===== config.mk =====
export PLATFORM = sky130hd
export DESIGN_NAME = fp16_divider_iter
export DESIGN_NICKNAME = d
export VERILOG_FILES = /design/src/rtl/fp16_divider_iter.sv
export SDC_FILE = /design/constraint.sdc
export NUM_CORES = 1
export LEC_CHECK = 0
export CORE_ASPECT_RATIO = 1.25
export CORE_MARGIN = 2
export CORE_UTILIZATION = 61
export DETAILED_ROUTE_END_ITERATION = 16
export GPL_TIMING_DRIVEN = 0
export PLACE_DENSITY = 0.79
export SYNTH_ARGS = -nofsm -noshare
export SYNTH_HDL_FRONTEND = slang
export SYNTH_SLANG_ARGS = --single-unit

===== constraint.sdc =====
create_clock -name clk -period 7.1 [get_ports clk]
set_clock_uncertainty 0.15 [all_clocks]
set_input_delay 1.42 -clock clk [delete_from_list [all_inputs] [get_ports clk]]
set_output_delay 1.42 -clock clk [all_outputs]
set_load 0.005 [all_outputs]

===== src/rtl/fp16_divider_iter.sv =====
// Iterative binary16 divider, one restoring quotient bit per cycle.
// Fixed 15-edge latency from accept to out_valid, valid/ready on both sides.
module fp16_divider_iter #(
  parameter int QBITS = 13
) (
  input  logic        clk,
  input  logic        rst_n,
  input  logic        in_valid,
  output logic        in_ready,
  input  logic [15:0] a,
  input  logic [15:0] b,
  output logic        out_valid,
  input  logic        out_ready,
  output logic [15:0] out
);

  typedef enum logic [2:0] {
    S_IDLE, S_NORM, S_DIV, S_RND, S_DONE
  } state_t;

  typedef enum logic [1:0] {
    SP_NONE, SP_NAN, SP_INF, SP_ZERO
  } spec_t;

  state_t state, state_n;
  logic armed;
  logic [15:0] a_q, b_q;
  logic sign;
  logic signed [7:0] ex;
  logic [10:0] mb;
  logic [11:0] r;
  logic [QBITS-1:0] q;
  logic [3:0] cnt;
  spec_t spec;
  logic [15:0] out_q;
  logic ov;

  assign in_ready  = armed & (state == S_IDLE);
  assign out       = out_q;
  assign out_valid = ov;

  function automatic logic [3:0] lzc11(input logic [10:0] v);
    lzc11 = 4'd11;
    for (int i = 0; i < 11; i++)
      if (v[i]) lzc11 = 4'(10 - i);
  endfunction

  logic [4:0] ea, eb;
  logic [9:0] fa, fb;
  logic [10:0] siga, sigb, ma_n, mb_n;
  logic [3:0] lza, lzb;
  logic signed [7:0] eea, eeb, e_n;
  logic a_nan, b_nan, a_inf, b_inf;
  logic a_zero, b_zero;
  spec_t spec_n;

  // unpack, normalise subnormals, classify specials
  always_comb begin
    ea = a_q[14:10];
    eb = b_q[14:10];
    fa = a_q[9:0];
    fb = b_q[9:0];
    siga = {|ea, fa};
    sigb = {|eb, fb};
    lza = lzc11(siga);
    lzb = lzc11(sigb);
    ma_n = siga << lza;
    mb_n = sigb << lzb;
    eea = (|ea) ? $signed({3'b0, ea})
                : 8'sd1 - $signed({4'b0, lza});
    eeb = (|eb) ? $signed({3'b0, eb})
                : 8'sd1 - $signed({4'b0, lzb});
    e_n = eea - eeb + 8'sd15;
    a_nan = (&ea) & (|fa);
    b_nan = (&eb) & (|fb);
    a_inf = (&ea) & ~(|fa);
    b_inf = (&eb) & ~(|fb);
    a_zero = ~(|a_q[14:0]);
    b_zero = ~(|b_q[14:0]);
    spec_n = SP_NONE;
    if (a_nan | b_nan | (a_zero & b_zero)
        | (a_inf & b_inf))
      spec_n = SP_NAN;
    else if (a_inf | b_zero)
      spec_n = SP_INF;
    else if (a_zero | b_inf)
      spec_n = SP_ZERO;
  end

  logic ge;
  logic [11:0] r_sub;

  // one restoring subtract step
  always_comb begin
    ge = (r >= {1'b0, mb});
    r_sub = ge ? r - {1'b0, mb} : r;
  end

  logic [12:0] qn;
  logic signed [7:0] en, e2, e3, diff;
  logic [10:0] sig, sig2, m3;
  logic g, st, g2, st2, inc;
  logic [3:0] sh;
  logic [23:0] ext;
  logic [11:0] mant;
  logic [15:0] res;
  logic unused_ok;

  // normalise quotient, denormalise, round to nearest even, pack
  always_comb begin
    qn = q[12] ? q : {q[11:0], 1'b0};
    en = q[12] ? ex : ex - 8'sd1;
    sig = qn[12:2];
    g = qn[1];
    st = qn[0] | (|r);
    diff = 8'sd1 - en;
    sh = 4'd0;
    ext = '0;
    sig2 = sig;
    g2 = g;
    st2 = st;
    e2 = en;
    if (en <= 8'sd0) begin
      sh = (diff > 8'sd12) ? 4'd12 : diff[3:0];
      ext = {sig, g, 12'b0} >> sh;
      sig2 = ext[23:13];
      g2 = ext[12];
      st2 = st | (|ext[11:0]);
      e2 = 8'sd0;
    end
    inc = g2 & (st2 | sig2[0]);
    mant = {1'b0, sig2} + {11'b0, inc};
    if (mant[11]) begin
      m3 = mant[11:1];
      e3 = e2 + 8'sd1;
    end else begin
      m3 = mant[10:0];
      e3 = (e2 == 8'sd0 && mant[10]) ? 8'sd1 : e2;
    end
    unique case (spec)
      SP_NAN:  res = 16'h7e00;
      SP_INF:  res = {sign, 15'h7c00};
      SP_ZERO: res = {sign, 15'h0000};
      default:
        res = (e3 >= 8'sd31) ? {sign, 15'h7c00}
                             : {sign, e3[4:0], m3[9:0]};
    endcase
    unused_ok = ^{m3[10], e3[7:5], diff[7:4], r_sub[11]};
  end

  // state register
  always_ff @(posedge clk or negedge rst_n) begin
    if (!rst_n) state <= S_IDLE;
    else        state <= state_n;
  end

  // next-state logic
  always_comb begin
    state_n = state;
    unique case (state)
      S_IDLE: if (in_valid & in_ready) state_n = S_NORM;
      S_NORM: state_n = S_DIV;
      S_DIV:  if (cnt == 4'd0) state_n = S_RND;
      S_RND:  state_n = S_DONE;
      S_DONE: if (out_ready) state_n = S_IDLE;
      default: state_n = S_IDLE;
    endcase
  end

  // in_ready stays low until the first edge after reset release
  always_ff @(posedge clk or negedge rst_n) begin
    if (!rst_n) armed <= 1'b0;
    else        armed <= 1'b1;
  end

  // datapath registers
  always_ff @(posedge clk or negedge rst_n) begin
    if (!rst_n) begin
      a_q <= '0;
      b_q <= '0;
      sign <= 1'b0;
      ex <= '0;
      mb <= '0;
      r <= '0;
      q <= '0;
      cnt <= '0;
      spec <= SP_NONE;
      out_q <= '0;
      ov <= 1'b0;
    end else begin
      unique case (state)
        S_IDLE: if (in_valid & in_ready) begin
          a_q <= a;
          b_q <= b;
        end
        S_NORM: begin
          sign <= a_q[15] ^ b_q[15];
          ex <= e_n;
          mb <= mb_n;
          r <= {1'b0, ma_n};
          q <= '0;
          cnt <= 4'(QBITS - 1);
          spec <= spec_n;
        end
        S_DIV: begin
          q <= {q[QBITS-2:0], ge};
          r <= {r_sub[10:0], 1'b0};
          cnt <= cnt - 4'd1;
        end
        S_RND: begin
          out_q <= res;
          ov <= 1'b1;
        end
        S_DONE: if (out_ready) ov <= 1'b0;
        default: ;
      endcase
    end
  end

endmodule


Word-level counts from Yosys, hierarchy flattened. Cells that the tools add are included.

$add $sub $neg: 10. Magnitude comparators: 4. Eq/ne operators: 10. Shift operators: 3. Multiplexer cells: 49. Bitwise operators: 22. Reduce and logical (&&, ||, !) cells: 19.

Operator list (count): two-way mux 4 bit (19); two-way mux 8 bit (6); one-hot mux 16 bit (3 select lines) (1); OR reduction 15 bit (2); one-hot mux 13 bit (2 select lines) (1); one-hot mux 12 bit (2 select lines) (1); OR reduction 12 bit (2); >> shifter 24 x 4 -> 24 bit (1); two-way mux 11 bit (2); left shift 11 x 4 -> 11 bit (2); OR reduction 10 bit (2); two-way mux 15 bit (1); one-hot mux 3 bit (5 select lines) (1); two-way mux 13 bit (1); adder 11 x 1 -> 12 bit (1); greater-or-equal comparator 12 x 11 -> 1 bit (1); subtractor 11 bit (1); two-way mux 10 bit (1); two-way mux 2 bit (5); AND reduction 5 bit (2); OR reduction 5 bit (2); subtractor 1 x 4 -> 5 bit, first input constant (2); AND 1 bit (9); two-way mux 3 bit (3); 29 further kinds (48).

Flip-flop bits (word level): 104. Input bits: 36. Output and inout bits: 18. Word-level logic and storage cells: 130.

Logic depth before layout (Yosys ltp). Gate-level depths: netlist of the first run.

Depth in word-level cells: 18. Depth in mapped cells: 25.

Least setup slack after synthesis of the first run. OpenSTA, ideal clock, no wires.

Path kind: reg-to-reg. Start point: register ex[0]. End point: register out_q[2], in the netlist out[2]. Setup time: 0.141 ns. Data arrival time: 5.560 ns. Required time: 6.809 ns. Slack: 1.249 ns. Cell stages (with the launch flop): 25. Buffers on the path: 2. Cell sequence: dfrtp_1 > clkbuf_1 > inv_1 > ha_1 > mux2i_1 > inv_1 > ha_1 > xnor2_1 > xnor2_1 > o21ai_0 > or3_1 > o22a_2 > and3_4 > buf_6 > mux2_2 > nand3_1 > a21bo_1 > a221oi_2 > ha_1 > nand3_1 > nor4b_1 > mux2i_1 > a21oi_1 > o41ai_4 > o31ai_1.

Cells in the longest elaborated chain, start to end: 18.

RTL lines: start: declaration (line 29) `logic signed [7:0] ex;`; start signal: assignment (line 198) `ex <= e_n;`; subtractor 8 x 2 -> 8 bit (line 112) `en = q[12] ? ex : ex - 8'sd1;`; two-way mux 8 bit (*) (line 112); subtractor 2 x 8 -> 8 bit (line 116) `diff = 8'sd1 - en;`; > comparator 8 x 5 -> 1 bit (line 124) `sh = (diff > 8'sd12) ? 4'd12 : diff[3:0];`; two-way mux 4 bit (line 124); >> shifter 24 x 4 -> 24 bit (line 125) `ext = {sig, g, 12'b0} >> sh;`; OR reduction 12 bit (line 128) `st2 = st | (|ext[11:0]);`; bitwise OR 1 bit (line 128); [... 2 more ...]; AND 1 bit (line 131) `inc = g2 & (st2 | sig2[0]);`; adder 11 x 1 -> 12 bit (line 132) `mant = {1'b0, sig2} + {11'b0, inc};`; logical AND 1 bit (line 138) `e3 = (e2 == 8'sd0 && mant[10]) ? 8'sd1 : e2;`; two-way mux 8 bit (line 138); two-way mux 8 bit (line 133) `if (mant[11]) begin`; greater-or-equal comparator 8 x 6 -> 1 bit (line 145) `res = (e3 >= 8'sd31) ? {sign, 15'h7c00}`; two-way mux 15 bit (*) (line 145); one-hot mux 16 bit (3 select lines) (*) (line 140) `unique case (spec)`; end signal: assignment (line 211) `out_q <= res;`; end: declaration (line 35) `logic [15:0] out_q;`.

Mark *: on every way between the ends. The rest lies on a longest branch, timed or not. A chain may end at the register's enable or synchronous reset.

Final worst setup path of the first run.
Start point: register ex[0]. End point: register out_q[8], in the netlist out[8].

The elaborated chain is that of the path after synthesis.

==> results of run 1 <==
-- final cells by class --
type,instances,area (sq um),share of cell area
clock inverter,6,91.3,0.00996
buffer,43,208,0.0227
sequential,104,2600,0.284
inverter,42,158,0.0172
multi-input combinational,735,5100,0.556
timing repair buffer,55,563,0.0614
tap,168,210,0.0229
clock buffer,10,239,0.0261
-- routing by layer --
| metal | global-route usage | vias up | routed length, microns |
|---|---|---|---|
| met5 | 0 | - | 0 |
| met3 | 0.0340 | 94 | 923 |
| li1 | - | 3522 | - |
| met1 | 0.353 | 3577 | 8470 |
| met4 | 0.187 | 0 | 1360 |
| met2 | 0.574 | 304 | 11400 |
-- per-stage QoR --
step	instance area, sq um	std cells	util
after global placement	8800	1147	0.689
after detailed placement	8830	1148	0.691
after floorplan	8060	926	-
after global routing	9170	1163	0.717
final	9170	1163	0.717
after CTS	9160	1164	0.717
-- worst paths after layout --
check | slack (ns) | to
setup / recovery | 0.38 | out[8]
min in group asynchronous | 0.86 | out[9]
max in group asynchronous | 5.22 | cnt[0]
hold / removal | 0.32 | out[15]
setup reg to reg | 0.38 | out[8]
hold reg to reg | 0.32 | out[15]
-- critical path, cell delays in order (launching register included) --
cell	delay (ns)
sky130_fd_sc_hd__dfrtp_1	0.59
sky130_fd_sc_hd__inv_1	0.14
sky130_fd_sc_hd__ha_1	0.36
sky130_fd_sc_hd__mux2i_2	0.36
sky130_fd_sc_hd__inv_1	0.15
sky130_fd_sc_hd__ha_1	0.25
sky130_fd_sc_hd__xnor2_1	0.16
sky130_fd_sc_hd__xnor2_2	0.35
sky130_fd_sc_hd__o21ai_0	0.16
sky130_fd_sc_hd__or3_1	0.33
sky130_fd_sc_hd__o22a_2	0.24
sky130_fd_sc_hd__nand3_2	0.22
sky130_fd_sc_hd__mux2i_1	0.50
sky130_fd_sc_hd__a2bb2oi_1	0.22
sky130_fd_sc_hd__o221ai_1	0.14
sky130_fd_sc_hd__a21boi_0	0.54
sky130_fd_sc_hd__inv_1	0.10
sky130_fd_sc_hd__ha_1	0.27
sky130_fd_sc_hd__nand3_1	0.16
sky130_fd_sc_hd__nor4b_1	0.08
sky130_fd_sc_hd__mux2i_1	0.32
sky130_fd_sc_hd__a21oi_1	0.17
sky130_fd_sc_hd__o41ai_4	0.31
sky130_fd_sc_hd__buf_4	0.23
sky130_fd_sc_hd__o31ai_1	0.09
-- what timing repair did --
action,in CTS,in global routing
setup buffers,0,1
resized for setup,0,2
endpoints found under the setup margin,0,10
-- cells by family after synthesis --
| family | count (synthesis) | synth area share |
|---|---|---|
| and+or+nand+nor | 322 | 0.200 |
| AOI/OAI and AO/OA | 263 | 0.227 |
| DFF | 104 | 0.323 |
| buffers and inverters | 87 | 0.0463 |
| muxes | 77 | 0.105 |
| adders and majority gates | 38 | 0.0609 |
| xor gates and xnor gates | 34 | 0.0379 |
| other | 1 | 0.000465 |
-- cells in the final DEF (no fill, tap or decap), drive strengths merged, types with 7 or more instances in the layout --
| cell type | n |
|---|---|
| inv | 43 |
| and2 | 7 |
| a22o | 10 |
| ha | 36 |
| nand2 | 95 |
| xor2 | 10 |
| mux2 | 47 |
| nand2b | 10 |
| a221oi | 7 |
| a21oi | 47 |
| xnor2 | 24 |
| nand3 | 27 |
| o21ai | 68 |
| a31oi | 15 |
| and3 | 7 |
| dfrtp | 104 |
| a21boi | 7 |
| a21o | 18 |
| nor2b | 14 |
| clkdlybuf4s50 | 52 |
| nor3 | 25 |
| nor2 | 87 |
| nand4 | 11 |
| a22oi | 11 |
| buf | 15 |
| nor4 | 14 |
| a211oi | 8 |
| o31ai | 10 |
| mux2i | 29 |
| clkbuf | 41 |
-- sequential cells by signal, summed over array words and instances, names as in the netlist --
| register | flops |
|---|---|
| q | 13 |
| b_q | 16 |
| a_q | 16 |
| spec | 2 |
| out | 16 |
| out_valid | 1 |
| state | 3 |
| r | 12 |
| ex | 8 |
| mb | 11 |
| armed | 1 |
| cnt | 4 |
| sign | 1 |
==> impl_metrics.env, run 1 <==
export IMPL_status="completed"
export IMPL_p_r_area_growth_vs_syn_pct=13.7
export IMPL_hold_path_startpoint="out[15]"
export IMPL_worst_hold_path_num_cells=2
export IMPL_worstPathArrival_ns=6.80
export IMPL_totalNegativeSetupSlack_ns=0
export IMPL_gp_congestion=0.951
export IMPL_worst_r2r_path_depth=24
export IMPL_ys_top_cells_by_area="sky130_fd_sc_hd__dfrtp_1 32%, sky130_fd_sc_hd__mux2_2 6.4%, sky130_fd_sc_hd__ha_1 5.6%"
export IMPL_wl_mm=22.2
export IMPL_final_max_slew_viol_count=0
export IMPL_grt_overflow_total=0
export IMPL_critical_path_peak_fanout=10
export IMPL_ff_to_ff_start="ex[0]"
export IMPL_post_synth_instance_area_sq_um=8060
export IMPL_synthDistinctLibCells=95
export IMPL_h_tree_depth=3
export IMPL_portion_of_the_post_synthesis_area_used_by_sequential_elements=0.323
export IMPL_grt_pass1_wl_mm=35.8
export IMPL_worst_setup_path_type="flip-flop to flip-flop"
export IMPL_synth_enable_flop_cells=0
export IMPL_drc=0
export IMPL_number_of_vias_in_the_routed_layout=7497
export IMPL_die_w_microns=107
export IMPL_fin_crit_ns=6.72
export IMPL_cts_sink_count=104
export IMPL_buffer_ports_inserted=53
export IMPL_place_worst_setup_slack_ns=0.0670
export IMPL_antenna_left=0
export IMPL_clk_transition_reported_paths_ns=0.07
export IMPL_netlist_instances=926
export IMPL_synth_most_common_cell="sky130_fd_sc_hd__dfrtp_1"
export IMPL_drt_first_pass_iters=5
export IMPL_synthesis_nets=1000
export IMPL_finish_net_count=1064
export IMPL_fmax_mhz=149
export IMPL_setup_slack_ns=0.384
export IMPL_core_sq_um=12800
export IMPL_hpwlAfterDp_mm=16.5
export IMPL_async_reset_ff_frac=1.00
export IMPL_rsz0062_at_grt="no"
export IMPL_post_cts_hold_buffer_count=0
export IMPL_ys_warnings_count=0
export IMPL_post_route_cells_drive_above_1_share=0.114
export IMPL_worstPathRequired_ns=7.19
export IMPL_vias_in_the_first_global_route=7301
export IMPL_cap_violations=0
export IMPL_insertedDiodeCount=0
export IMPL_slew_headroom=0.380
export IMPL_num_rows=46
export IMPL_die_h_microns=133
export IMPL_min_period_over_period=0.946
export IMPL_first_iter_violations=526
export IMPL_clock_latency_ns=0.36
export IMPL_synth_area_per_cell_sq_um=8.70
export IMPL_timing_worst_slew_pin_value_ns=0.924
export IMPL_pin_count=54
export IMPL_synthFlopType="sky130_fd_sc_hd__dfrtp_1"
export IMPL_final_setup_viol_count=0
export IMPL_crit_path_start_kind="flip-flop"
export IMPL_synthTopCellsByCount="104 x sky130_fd_sc_hd__dfrtp_1, 94 x sky130_fd_sc_hd__nand2_1, 87 x sky130_fd_sc_hd__nor2_1, 56 x sky130_fd_sc_hd__o21ai_0, 46 x sky130_fd_sc_hd__mux2_2"
export IMPL_ctsRootBufferMaster="sky130_fd_sc_hd__clkbuf_16"
export IMPL_maximum_number_of_pins_on_one_net_before_global_route_repair=71
export IMPL_synth_ff_latch_count=104
export IMPL_antenna_found_initial=0
export IMPL_vias_per_cell=6.45
export IMPL_cts_buffers=9
export IMPL_fillers=1041
export IMPL_timing_hold_ws_ns=0.320
export IMPL_grt_util_all_layers=0.317
export IMPL_synth_largest_type_area_fraction=0.323
export IMPL_route_detailed_wl_per_inst_microns=19.1
export IMPL_initial_core_util=0.631
export IMPL_critical_path_startpoint="ex[0]"
export IMPL_clock_tree_from_tritoncts="yes"
export IMPL_netlist_top_cell_by_area="sky130_fd_sc_hd__dfrtp_1"
export IMPL_finalHoldViolCount=0
export IMPL_holdCritPathClass="flip-flop to flip-flop"
export IMPL_die_area_sq_um=14200
export IMPL_deepest_clock_path_buffer_count=2
export IMPL_endpoint_type_of_the_worst_setup_path="flip-flop"
Power of run 1 is not shown: default switching activity piles up to over one toggle a cycle in this logic, so the estimate is an artifact.
==> run 2: changes to the inputs <==
CORE_MARGIN = not set   (was 2)
SLEW_MARGIN = 20   (was not set)
TNS_END_PERCENT = 1   (was not set)
==> run 2 against run 1 <==
  * Die area down 3.4%
  * Worst hold slack better by 0.0079 ns
  * Critical path depth did not move
  * Final cell count is 0.17% higher
  * First-iteration DRC count up 2.1%
  * Global-route usage is 0.51 points higher
  * Flip-flop and latch count unchanged
  * Setup slack gained 0.026 ns
  * Non-clock buffer count increased by 2
==> impl_metrics.env, run 2 (synthesized netlist as in run 1, its figures left out) <==
export IMPL_gp_congestion=0.939
export IMPL_cts_sink_count=104
export IMPL_drc=0
export IMPL_initial_core_util=0.631
export IMPL_post_route_cells_drive_above_1_share=0.113
export IMPL_p_r_area_growth_vs_syn_pct=13.6
export IMPL_globalRouteMet3Util=0.0367
export IMPL_clock_tree_from_tritoncts="yes"
export IMPL_grt_overflow_total=0
export IMPL_crit_path_start_kind="flip-flop"
export IMPL_vias_per_cell=6.39
export IMPL_hold_path_startpoint="out[2]"
export IMPL_timing_hold_ws_ns=0.328
export IMPL_deepest_clock_path_buffer_count=2
export IMPL_ff_to_ff_start="ex[0]"
export IMPL_drt_first_pass_iters=6
export IMPL_antenna_left=0
export IMPL_vias_in_the_first_global_route=7186
export IMPL_worstPathArrival_ns=6.77
export IMPL_worst_setup_path_type="flip-flop to flip-flop"
export IMPL_grt_pass1_wl_mm=34.8
export IMPL_worstPathRequired_ns=7.18
export IMPL_final_setup_viol_count=0
export IMPL_cts_buffers=9
export IMPL_maximum_number_of_pins_on_one_net_before_global_route_repair=56
export IMPL_totalNegativeSetupSlack_ns=0
export IMPL_clock_latency_ns=0.35
export IMPL_finalHoldViolCount=0
export IMPL_critical_path_peak_fanout=9
export IMPL_num_rows=46
export IMPL_die_h_microns=131
export IMPL_setup_slack_ns=0.410
export IMPL_final_max_slew_viol_count=0
export IMPL_die_area_sq_um=13700
export IMPL_route_detailed_wl_per_inst_microns=18.4
export IMPL_core_sq_um=12800
export IMPL_clk_transition_reported_paths_ns=0.08
export IMPL_status="completed"
export IMPL_top_usage_layer="met2"
export IMPL_hpwlAfterDp_mm=16.3
export IMPL_holdCritPathClass="flip-flop to flip-flop"
export IMPL_pin_count=54
export IMPL_slew_headroom=0.313
export IMPL_min_period_over_period=0.942
export IMPL_buffer_ports_inserted=53
export IMPL_place_worst_setup_slack_ns=0.0773
export IMPL_commonest_cells_after_routing_fill_and_taps_aside="104 x sky130_fd_sc_hd__dfrtp_1, 94 x sky130_fd_sc_hd__nand2_1, 87 x sky130_fd_sc_hd__nor2_1"
export IMPL_finish_net_count=1066
export IMPL_cap_violations=0
export IMPL_die_w_microns=105
export IMPL_rsz0062_at_grt="no"
export IMPL_wl_mm=21.4
export IMPL_endpoint_type_of_the_worst_setup_path="flip-flop"
export IMPL_post_cts_hold_buffer_count=0
export IMPL_critical_path_startpoint="ex[0]"
export IMPL_use_met1=0.350
export IMPL_first_iter_violations=537
export IMPL_grt_util_all_layers=0.322
export IMPL_antenna_found_initial=0
export IMPL_leading_cell_type_in_the_layout_fill_and_taps_excluded="sky130_fd_sc_hd__dfrtp_1"
export IMPL_fmax_mhz=149
export IMPL_ctsRootBufferMaster="sky130_fd_sc_hd__clkbuf_16"
export IMPL_fin_crit_ns=6.69
export IMPL_timing_worst_slew_pin_value_ns=1.02
export IMPL_number_of_vias_in_the_routed_layout=7450
export IMPL_insertedDiodeCount=0
export IMPL_h_tree_depth=3
export IMPL_gr_usage_met2=0.601
[run 2: cell types whose count changed in the layout (fill, tap and decap cells not counted), sizes merged]
cell    change
clkbuf      +2
buf         +1
bufinv      -1
[run 2: area by class of cell]
class	instances	area, sq um
Multi-Input combinational cell	735	5100
Timing Repair Buffer	56	574
Buffer	44	211
Tap cell	168	210
Fill cell	1034	3620
Inverter	42	158
Sequential cell	104	2600
Clock inverter	5	65.1
Clock buffer	11	243
[run 2: critical path, stage by stage (launching register included)]
cell	delay, ns
sky130_fd_sc_hd__dfrtp_1	0.57
sky130_fd_sc_hd__inv_1	0.12
sky130_fd_sc_hd__ha_1	0.36
sky130_fd_sc_hd__mux2i_2	0.35
sky130_fd_sc_hd__inv_1	0.14
sky130_fd_sc_hd__ha_1	0.24
sky130_fd_sc_hd__xnor2_1	0.18
sky130_fd_sc_hd__xnor2_2	0.36
sky130_fd_sc_hd__o21ai_0	0.16
sky130_fd_sc_hd__or3_1	0.34
sky130_fd_sc_hd__o22a_2	0.25
sky130_fd_sc_hd__nand3_2	0.21
sky130_fd_sc_hd__mux2i_1	0.53
sky130_fd_sc_hd__a2bb2oi_1	0.23
sky130_fd_sc_hd__o221ai_1	0.18
sky130_fd_sc_hd__a21boi_0	0.49
sky130_fd_sc_hd__inv_1	0.09
sky130_fd_sc_hd__ha_1	0.26
sky130_fd_sc_hd__nand3_1	0.16
sky130_fd_sc_hd__nor4b_1	0.08
sky130_fd_sc_hd__mux2i_1	0.32
sky130_fd_sc_hd__a21oi_1	0.17
sky130_fd_sc_hd__o41ai_4	0.33
sky130_fd_sc_hd__buf_4	0.20
sky130_fd_sc_hd__o31ai_1	0.08
[run 2: what timing repair did]
action	CTS	global route
resized for setup	0	2
buffers inserted	0	2
setup endpoints to repair	0	10
[run 2: per-layer routing]
metal / wire, microns / up-vias
li1: - / 3533
met2: 11000 / 303
met3: 933 / 97
met5: 0 / -
met4: 1230 / 0
met1: 8230 / 3517
[run 2: final timing paths]
check / end / slack, ns / cells past startpoint
hold reg to reg: out[2] / 0.33 / 2
setup reg to reg: out[8] / 0.41 / 24
hold / removal: out[2] / 0.33 / 2
min in group asynchronous: out[2] / 0.84 / 1
setup / recovery: out[8] / 0.41 / 24
max in group asynchronous: r[10] / 5.32 / 2
[run 2: through the flow]
stage,util,instances,area (sq um)
final,0.717,1165,9160
after global routing,0.717,1165,9160
after CTS,0.715,1164,9140
after detailed placement,0.691,1148,8830
after global placement,0.689,1147,8800
after floorplan,-,926,8060
Power of run 2 is left out for the same reason.
==> run 3: changes to the inputs <==
CAP_MARGIN = 5   (was not set)
==> results of run 3 <==
Final layout, timing and power as in run 2 (identical DEF).
Power of run 3 is left out for the same reason.
==> patch (flow settings as in run 1) <==
Reset style: synchronous (`rst_n`), changed in 3 clocked blocks.
--- a/src/rtl/fp16_divider_iter.sv
+++ b/src/rtl/fp16_divider_iter.sv
@@ -149,7 +149,7 @@
   end
 
   // state register
-  always_ff @(posedge clk or negedge rst_n) begin
+  always_ff @(posedge clk) begin
     if (!rst_n) state <= S_IDLE;
     else        state <= state_n;
   end
@@ -168,13 +168,13 @@
   end
 
   // in_ready stays low until the first edge after reset release
-  always_ff @(posedge clk or negedge rst_n) begin
+  always_ff @(posedge clk) begin
     if (!rst_n) armed <= 1'b0;
     else        armed <= 1'b1;
   end
 
   // datapath registers
-  always_ff @(posedge clk or negedge rst_n) begin
+  always_ff @(posedge clk) begin
     if (!rst_n) begin
       a_q <= '0;
       b_q <= '0;
Behaviour: differs if rst_n is asserted again (counterexample within 4 cycles, from zero or initial values and one cycle with rst_n low); with rst_n held inactive, the same outputs for 10 cycles.
==> patch against run 1 <==
Sequential cell count stayed put. Wire length is 0.81% higher. Global-route usage is 1.3 points higher. Cell area is 4.8% lower. Setup slack better by 0.21 ns. Fmax is 3.3% higher. First-iteration DRC count is 9.5% lower. Count of clock-buffer cells in the layout is 2 higher. Critical path type unchanged. Synthesized area is 4.3% lower.
==> patch: results (changes against run 1) <==
- finished clean — status, unchanged
- 476 — initial detailed-routing violation count, was 526
- 1254 — Final Instance Count excl. Fillers, was 1163
- 27.00% — post-synthesis sequential area ratio, was 32.29%
- 0% — Post-synth ARST share, was 100.0%
- 0.1538 GHz — highest attainable clock frequency, was 0.1489 GHz
- 3.283 nW — static leakage
- 1159 — post-layout net count, was 1064
- 7960 — vias after detailed routing, was 7497
- 0.60 ns — register-to-register path setup slack, was 0.38 ns
- 146 x nand2_1, 110 x nor2_1, 104 x dfxtp_1 — most frequent cells after synthesis, was 104 x dfrtp_1, 94 x nand2_1, 87 x nor2_1
- register to register — class of the worst hold path, unchanged
- 3.336% — Rel. slew slack, was 38.01%
- 6.055% — layout cell share with drive strength beyond 1, was 11.36%
- 15 — largest fanout on the critical path, was 10
- 3 — htree depth, unchanged
- 85 — number of different library cells in the post-synthesis netlist, was 95
- 0.07 ns — clock transition time at the flip-flop clock pins of the worst setup and hold paths, about the same
- 1095 — nets in the synthesized netlist, was 1000
- 1238 — number of placed cells counting well taps, was 1148
- 63.01% — met2 layer usage reported by global route, was 57.43%
- 32.96% — Total GRT Usage, was 31.66%
- 17390 microns — DP Wirelength, was 16530 microns
- 1.048 — final weighted congestion of routability-driven global placement, was 0.9505
- dfxtp_1 — flip-flop cell with the highest count after synthesis, was dfrtp_1
- ex[0] — crit path from, unchanged
- 17.82 microns — detailed-route wire length per cell, was 19.06 microns
- out[4] — worst flop-to-flop path endpoint, was out[8]
- 0.3162 ns — final-layout worst hold slack, was 0.3201 ns
- 8448 sq um — dpl cell area, was 8826 sq um
- 4.296% — M3 GR Usage, was 3.399%
- 0.2244 ns — worst setup slack before clock tree synthesis, was 0.06697 ns
- 6.59 ns — arrival time at the worst endpoint, was 6.80 ns
- 0.35 ns — clock insertion delay at the later pin of the skew report
- 33.81% — met1 capacity usage during global routing, was 35.28%
- dfxtp_1 27%, nand2_1 7.1%, a21oi_1 6.3% — Synth area leaders, was dfrtp_1 32%, mux2_2 6.4%, ha_1 5.6%
- 17 — pin count of the biggest net entering global routing, was 71
- 1021 — gate count of the mapped netlist, was 926
- 36060 microns — global-route wire length before repair, was 35760 microns
- 5 — DR pass1 iterations, unchanged
- 7628 — vias in the first global route, was 7301
## patch: changes by cell type in the layout (fill, tap and decap cells not counted), moves of 23 or more
cell | before | now
a21oi_1 | 45 | 97
dfrtp_1 | 104 | 0
dfxtp_1 | 0 | 104
mux2_2 | 46 | 15
nand2_1 | 94 | 146
nor2_1 | 87 | 110
## patch: timing repair
action,4_1_cts,5_1_grt
setup buffers,0,1
endpoints found under the setup margin,0,14
gates resized for setup,0,1
## patch: cell type report
type	count	area, sq um
multi-input cells	814	5209
fillers	1098	3490
flip-flops and latches	104	2082
repair buffers	54	538.0
plain buffers	58	252.7
clock buffers	12	246.5
well taps	164	205.2
inverters	44	165.2
clock inverters	4	30.03
## patch: report_power, final
part,switching (mW),internal [mW]
registers,0.0421,0.625
clock network,0.225,0.249
logic,1.01,0.598
## patch: cells by family (layout without fill, tap and decap cells)
| kind of cell | Yosys count | count (layout) | share of synthesized area, % |
|---|---|---|---|
| AND/OR/NAND/NOR | 386 | 386 | 23.56 |
| AO/OA/AOI/OAI | 305 | 305 | 26.83 |
| flip-flops | 104 | 104 | 27.00 |
| XOR/XNOR | 30 | 30 | 3.407 |
| multiplexers | 55 | 55 | 7.381 |
| adder cells (fa/ha/maj) | 38 | 38 | 6.360 |
| buffers and inverters | 103 | 172 | 5.467 |
## patch: layer usage
layer	part of all wire (%)	vias to the layer above	routed length, microns
met3	4.1	101	925
met4	6.2	0	1396
met1	37	3711	8319
met2	52	286	11710
li1	-	3862	-
met5	0	-	0
## patch: how the worst min path moves through the flow
stage                       from  depth (start not counted)      to
after detailed placement  out[2]                          1  out[2]
after floorplan            mb[0]                          2   mb[0]
after global routing      out[8]                          1  out[8]
final                     out[2]                          1  out[2]
after CTS                 out[2]                          1  out[2]
after global placement    out[2]                          1  out[2]
## patch: critical path, stage by stage (launching register included)
cell and delay [ns]:
dfxtp_1 0.39, buf_2 0.25, inv_1 0.14, ha_1 0.36, nor2b_1 0.32, nor2_1 0.12
inv_2 0.24, ha_1 0.28, clkbuf_1 0.24, inv_1 0.27, a21oi_1 0.07, nand2_1 0.11
o2111ai_1 0.17, a311o_1 0.37, buf_6 0.15, o32ai_1 0.54, o22ai_1 0.27, nor2_1 0.33
and4_1 0.23, clkbuf_1 0.29, a22oi_1 0.13, o2bb2ai_1 0.37, a2111oi_4 0.13, buf_4 0.19
a32o_1 0.25
